--- src/rtl/morse_key_sequencer.sv ---
// Straight-key timer: classifies presses (dot/dash) and silences (interchar/interword), strobes each event; key edge to writing = 5 clk.
// One-entry slot with read_ack handshake; a post into a busy slot is dropped (sticky overrun). Build macro MORSE_SEQ_GLITCH_EN drops presses under MIN_PRESS ticks.
module morse_key_sequencer #(
  parameter int CNT_W     = 8,
  parameter int DOT_MAX   = 2,
  parameter int CHAR_GAP  = 3,
  parameter int WORD_GAP  = 7,
  parameter int ACK_TO    = 4,
  parameter int MIN_PRESS = 1
) (
  input  logic clk,
  input  logic reset,
  input  logic key,
  input  logic tick,
  input  logic read_ack,
  output logic writing,
  output logic dot,
  output logic dash,
  output logic interchar,
  output logic interword,
  output logic busy,
  output logic overrun,
  output logic ack_err
);

  localparam int AW = $clog2(ACK_TO + 1);
`ifdef MORSE_SEQ_GLITCH_EN
  localparam bit GLITCH_EN = 1'b1;
`else
  localparam bit GLITCH_EN = 1'b0;
`endif

  typedef enum logic [1:0] {T_IDLE, T_PRESS, T_GAP} t_state_e;
  typedef enum logic [1:0] {I_EMPTY, I_ISSUE, I_WAIT} i_state_e;
  typedef enum logic [1:0] {EV_DOT, EV_DASH, EV_CHAR, EV_WORD} ev_e;

  logic             key_s1_q, key_s1_d, key_s2_q, key_s2_d, key_prev_q, key_prev_d;
  t_state_e         t_state_q, t_state_d;
  logic [CNT_W-1:0] press_cnt_q, press_cnt_d, gap_cnt_q, gap_cnt_d;
  logic             sym_seen_q, sym_seen_d, word_seen_q, word_seen_d;
  logic             from_gap_q, from_gap_d;
  logic             post_vld_q, post_vld_d;
  ev_e              post_code_q, post_code_d;
  logic             slot_full_q, slot_full_d;
  ev_e              slot_code_q, slot_code_d;
  i_state_e         i_state_q, i_state_d;
  logic [AW-1:0]    ack_cnt_q, ack_cnt_d;
  logic             overrun_q, overrun_d, ack_err_q, ack_err_d;
  logic             key_rise, key_fall, glitch, slot_free;

  function automatic logic [CNT_W-1:0] sat_inc(input logic [CNT_W-1:0] v);
    return (v == '1) ? v : v + 1'b1;
  endfunction

  assign key_rise = key_s2_q & ~key_prev_q;
  assign key_fall = ~key_s2_q & key_prev_q;
  assign glitch   = GLITCH_EN && (press_cnt_q < CNT_W'(MIN_PRESS));

  // Timing FSM: a tick arriving with a key edge is credited to the phase being entered.
  always_comb begin
    key_s1_d    = key;
    key_s2_d    = key_s1_q;
    key_prev_d  = key_s2_q;
    t_state_d   = t_state_q;
    press_cnt_d = press_cnt_q;
    gap_cnt_d   = gap_cnt_q;
    sym_seen_d  = sym_seen_q;
    word_seen_d = word_seen_q;
    from_gap_d  = from_gap_q;
    post_vld_d  = 1'b0;
    post_code_d = post_code_q;
    case (t_state_q)
      T_IDLE: begin
        if (key_rise) begin
          t_state_d   = T_PRESS;
          press_cnt_d = tick ? CNT_W'(1) : '0;
          from_gap_d  = 1'b0;
        end
      end
      T_PRESS: begin
        if (key_fall) begin
          if (glitch) begin
            // Short press is ignored: resume the silence that preceded it.
            t_state_d = from_gap_q ? T_GAP : T_IDLE;
            if (from_gap_q && tick) gap_cnt_d = sat_inc(gap_cnt_q);
          end else begin
            t_state_d   = T_GAP;
            post_vld_d  = 1'b1;
            post_code_d = (press_cnt_q <= CNT_W'(DOT_MAX)) ? EV_DOT : EV_DASH;
            sym_seen_d  = 1'b1;
            word_seen_d = 1'b1;
            gap_cnt_d   = tick ? CNT_W'(1) : '0;
          end
        end else if (tick) begin
          press_cnt_d = sat_inc(press_cnt_q);
        end
      end
      T_GAP: begin
        if (key_rise) begin
          t_state_d   = T_PRESS;
          press_cnt_d = tick ? CNT_W'(1) : '0;
          from_gap_d  = 1'b1;
        end else if (tick) begin
          gap_cnt_d = sat_inc(gap_cnt_q);
          if (gap_cnt_d == CNT_W'(WORD_GAP) && word_seen_q) begin
            post_vld_d  = 1'b1;
            post_code_d = EV_WORD;
            word_seen_d = 1'b0;
            t_state_d   = T_IDLE;
          end else if (gap_cnt_d == CNT_W'(CHAR_GAP) && sym_seen_q) begin
            post_vld_d  = 1'b1;
            post_code_d = EV_CHAR;
            sym_seen_d  = 1'b0;
          end
        end
      end
      default: t_state_d = T_IDLE;
    endcase
  end

  // Slot and issue FSM: the slot empties on the ISSUE edge, so a post landing then is accepted.
  always_comb begin
    slot_full_d = slot_full_q;
    slot_code_d = slot_code_q;
    overrun_d   = overrun_q;
    ack_err_d   = ack_err_q;
    i_state_d   = i_state_q;
    ack_cnt_d   = ack_cnt_q;
    writing     = 1'b0;
    dot         = 1'b0;
    dash        = 1'b0;
    interchar   = 1'b0;
    interword   = 1'b0;
    busy        = 1'b0;
    slot_free   = (i_state_q == I_ISSUE);
    if (slot_free) slot_full_d = 1'b0;
    if (post_vld_q) begin
      if (!slot_full_q || slot_free) begin
        slot_full_d = 1'b1;
        slot_code_d = post_code_q;
      end else begin
        overrun_d = 1'b1;
      end
    end
    case (i_state_q)
      I_EMPTY: if (slot_full_q) i_state_d = I_ISSUE;
      I_ISSUE: begin
        writing   = 1'b1;
        dot       = (slot_code_q == EV_DOT);
        dash      = (slot_code_q == EV_DASH);
        interchar = (slot_code_q == EV_CHAR);
        interword = (slot_code_q == EV_WORD);
        i_state_d = I_WAIT;
        ack_cnt_d = '0;
      end
      I_WAIT: begin
        busy = 1'b1;
        if (read_ack) begin
          i_state_d = I_EMPTY;
          ack_cnt_d = '0;
        end else if (ack_cnt_q == AW'(ACK_TO - 1)) begin
          ack_err_d = 1'b1;
          i_state_d = I_EMPTY;
          ack_cnt_d = '0;
        end else begin
          ack_cnt_d = ack_cnt_q + 1'b1;
        end
      end
      default: i_state_d = I_EMPTY;
    endcase
  end

  assign overrun = overrun_q;
  assign ack_err = ack_err_q;

  always_ff @(posedge clk) begin
    if (reset) begin
      key_s1_q    <= 1'b0;
      key_s2_q    <= 1'b0;
      key_prev_q  <= 1'b0;
      t_state_q   <= T_IDLE;
      press_cnt_q <= '0;
      gap_cnt_q   <= '0;
      sym_seen_q  <= 1'b0;
      word_seen_q <= 1'b0;
      from_gap_q  <= 1'b0;
      post_vld_q  <= 1'b0;
      post_code_q <= EV_DOT;
      slot_full_q <= 1'b0;
      slot_code_q <= EV_DOT;
      i_state_q   <= I_EMPTY;
      ack_cnt_q   <= '0;
      overrun_q   <= 1'b0;
      ack_err_q   <= 1'b0;
    end else begin
      key_s1_q    <= key_s1_d;
      key_s2_q    <= key_s2_d;
      key_prev_q  <= key_prev_d;
      t_state_q   <= t_state_d;
      press_cnt_q <= press_cnt_d;
      gap_cnt_q   <= gap_cnt_d;
      sym_seen_q  <= sym_seen_d;
      word_seen_q <= word_seen_d;
      from_gap_q  <= from_gap_d;
      post_vld_q  <= post_vld_d;
      post_code_q <= post_code_d;
      slot_full_q <= slot_full_d;
      slot_code_q <= slot_code_d;
      i_state_q   <= i_state_d;
      ack_cnt_q   <= ack_cnt_d;
      overrun_q   <= overrun_d;
      ack_err_q   <= ack_err_d;
    end
  end

endmodule

--- config.mk ---
export PLATFORM = sky130hd
export DESIGN_NAME = morse_key_sequencer
export DESIGN_NICKNAME = d
export VERILOG_FILES = /design/src/rtl/morse_key_sequencer.sv
export SDC_FILE = /design/constraint.sdc
export NUM_CORES = 1
export LEC_CHECK = 0
export CAP_MARGIN = 20
export CORE_UTILIZATION = 58
export CTS_CLUSTER_DIAMETER = 60
export DETAILED_ROUTE_END_ITERATION = 7
export PLACE_DENSITY_LB_ADDON = 0.08
export SYNTH_ARGS = -nofsm -noshare
export SYNTH_HDL_FRONTEND = slang
export SYNTH_SLANG_ARGS = --single-unit
--- constraint.sdc ---
create_clock -name clk -period 2.4 [get_ports clk]
set_clock_uncertainty 0.15 [all_clocks]
set_input_delay 0.48 -clock clk [delete_from_list [all_inputs] [get_ports clk]]
set_output_delay 0.48 -clock clk [all_outputs]
set_load 0.005 [all_outputs]
==> metrics <==
Worst Path Class, Setup flop to output pin; starting density of the core 60.5%; relative area change from synthesis to final layout 14.6%; Worst VDD drop 311 uV; number of DRC violations after detailed routing 0; overall track demand over capacity in global routing 25.2%; multi-input logic area 1230 um^2; Fill cells 284; area of the die 3720 um^2; CTS H-Tree Depth 2; cell types with the highest counts after synthesis 36 x sky130_fd_sc_hd__dfxtp_1, 23 x sky130_fd_sc_hd__nor2_1, 16 x sky130_fd_sc_hd__a21oi_1; fraction of layout instances using a drive strength above 1 11.2%; most frequently used cell type in the post-synthesis netlist sky130_fd_sc_hd__dfxtp_1; clock sink count 36; via count 1,809; total number of nets in the final design 278; hold depth 1; Worst Hold Margin 303 ps; HP Start key_s1_q; status finished, final reports clean; Routed WL 4220 um; I/O pin count 13; pre-CTS setup slack 198 ps; final non-filler cell total 306; Leakage 0.869 nW; setup slack of the worst register-to-register path 170 ps; WHS Endpoint key_prev_d; HPWL reported at the end of detailed placement 2970 um; number of antenna violations at the first check in global routing 0; maximum number of pins on one net before global-route repair 32; PwrDens 486 nW/um^2; maximum buffer depth of the clock tree 2; cell type with the highest aggregate area in the netlist sky130_fd_sc_hd__dfxtp_1; number of distinct library cell variants in the gate-level netlist after synthesis 49; clock transition at the registers of the reported paths 100 ps; post-layout min period 2260 ps; number of buffers and inverters on the critical path 2; Clock Root Buffer sky130_fd_sc_hd__clkbuf_4; average detailed-routed wire length per instance 13.8 um; Core Util, Final 69.4%; min setup slack post-route 143 ps; crit-path max cell delay 490 ps; ANT nets after route 0; leading register cell type out of synthesis sky130_fd_sc_hd__dfxtp_1; number of buffers created by CTS 5; fmax 443 MHz; Least-Margin Pin Slew 396 ps; DRT iter0 DRCs 146; fraction of post-synthesis cell area in the top cell type by area 35.7%; clock tree from TritonCTS yes; Clock Latency Late Sink 340 ps; gate family responsible for the most delay along the worst path buffers and inverters; worst min path class flop to flop; leading post-synthesis cells by cell area sky130_fd_sc_hd__dfxtp_1 36%, sky130_fd_sc_hd__ha_1 8.1%, sky130_fd_sc_hd__nor2_1 4.3%, sky130_fd_sc_hd__a21oi_1 4.0%, sky130_fd_sc_hd__nand3_1 3.2%; First-pass DRT Iterations 4; width of the die 61.0 um; Final Slew Violations 0; hold-fix buffer count after cts 0; sequence of cells on the critical path inv_1 -> ha_4 -> and3_1 -> clkdlybuf4s50_1; kind of end point of the critical path output pin; buffers added on ports 12; Async SR Flop Fraction 0%; final worst-path cycle share 94.0%; core area 3340 um^2; biggest fanout along the worst timing path 8; unrepaired setup endpoints after global routing false; Yosys Warn Count 0; r2r endpoint post_code_q[0]; Fin. Hold Viols 0; aggregate global routing overflow 0; data required time at the worst endpoint 1770 ps; via count of the first global-routing pass 1,610; number of enable-type register cells in the synthesized netlist 0; maximum capacitance violations 0; post-synthesis average cell area 8.45 um^2; number of buffers added for setup after CTS 0; data arrival at the endpoint of the critical path 1630 ps; global placer's final weighted congestion 0.774; sequential share of the synthesized area 35.7%; mean number of vias per cell 5.91; quantity of gates resized following cts 1; worst slew slack as a fraction of its limit 73.6%; logic depth of the worst register-to-register path 6; register bit total from synthesis 36; number of antenna cells inserted 0; origin of the critical flop-to-flop path gap_cnt_q[0]; synthesized netlist cell count 239; setup TNS 0 ps; num rows 21; Final setup violation count 0; chip height 61.0 um; first-pass GRT wire length 6960 um; CP Launch Type flop; number of nets in the synthesized netlist 257; footprint of the flip-flops and latches 721 um^2; Placed Cells 299; combined area of all synthesized cells 2020 um^2; Slowest cell on crit path sky130_fd_sc_hd__clkdlybuf4s50_1
==> worst reg2reg max path, cell delays in order (launching register included) <==
cell,delay (ps)
sky130_fd_sc_hd__dfxtp_1,360
sky130_fd_sc_hd__ha_1,300
sky130_fd_sc_hd__or4b_4,470
sky130_fd_sc_hd__nor4_4,270
sky130_fd_sc_hd__nand3_1,130
sky130_fd_sc_hd__a2111o_1,430
sky130_fd_sc_hd__o21ai_2,60
==> sequential cells by signal (all words and copies together) (netlist names) <==
register     cells
key_s1_q         1
t_state_q        2
i_state_q        2
ack_cnt_q        3
post_code_q      2
sym_seen_q       1
ack_err          1
key_prev_q       1
slot_full_q      1
post_vld_q       1
key_prev_d       1
press_cnt_q      8
gap_cnt_q        8
word_seen_q      1
slot_code_q      2
overrun          1
==> cell families after synthesis <==
logic type,share of synthesized area [%]
xor+xnor,1.73
mux,3.10
simple gates,27.8
compound gates,19.3
fa+ha+maj,8.05
buf+inv,4.34
flops,35.7
==> how the worst max path moves through the flow <==
stage,start,cells after the start,endpoint
2_1_floorplan,t_state_q[0],7,press_cnt_q[2]
3_3_place_gp,tick,6,gap_cnt_q[5]
3_5_place_dp,gap_cnt_q[0],6,post_code_q[0]
4_1_cts,i_state_q[1],4,dot
5_1_grt,i_state_q[1],4,interword
6_report,i_state_q[1],4,interword
==> layout by cell type (no fill, tap or decap), types with 5 or more instances in the layout <==
cell / count
sky130_fd_sc_hd__dfxtp_1: 36
sky130_fd_sc_hd__o21ai_0: 13
sky130_fd_sc_hd__nand2_1: 12
sky130_fd_sc_hd__nand3_1: 13
sky130_fd_sc_hd__nor2b_1: 5
sky130_fd_sc_hd__clkdlybuf4s50_1: 11
sky130_fd_sc_hd__and3_1: 5
sky130_fd_sc_hd__a31oi_1: 7
sky130_fd_sc_hd__inv_1: 12
sky130_fd_sc_hd__buf_4: 10
sky130_fd_sc_hd__clkbuf_4: 5
sky130_fd_sc_hd__nor4_1: 6
sky130_fd_sc_hd__nor3_1: 8
sky130_fd_sc_hd__ha_1: 12
sky130_fd_sc_hd__nor2_1: 23
sky130_fd_sc_hd__a21oi_1: 16
==> power breakdown <==
part	internal [mW]	leakage, nW	switching (mW)
sequential	0.612	0.291	0.0182
clock	0.108	0.0281	0.189
combinational	0.0965	0.550	0.101
total	0.817	0.869	0.309
==> cell type report <==
class                      instances  share of cell area (%)
inverter                          12                    1.95
sequential                        36                    31.1
timing repair buffer              23                    9.41
clock inverter                     1                   0.216
clock buffer                       6                    1.78
tap                               46                    2.49
multi-input combinational        182                    53.0
==> layer usage <==
layer | up-vias | GRT usage, % | wire length (um)
met2 | 55 | 40.2 | 1970
met1 | 820 | 32.3 | 1940
met3 | 8 | 4.90 | 230
met5 | - | 0 | 0
met4 | 0 | 13.0 | 76
li1 | 926 | - | -
==> stage by stage <==
| stage | cell area, um^2 | power (mW) |
|---|---|---|
| floorplan | 2020 | 0.761 |
| global placement | 2250 | 0.831 |
| detailed placement | 2250 | 0.833 |
| CTS | 2300 | 1.14 |
| global route | 2310 | 1.19 |
| finish | 2310 | 1.13 |
No activity file was read; power rests on OpenSTA's default activity.
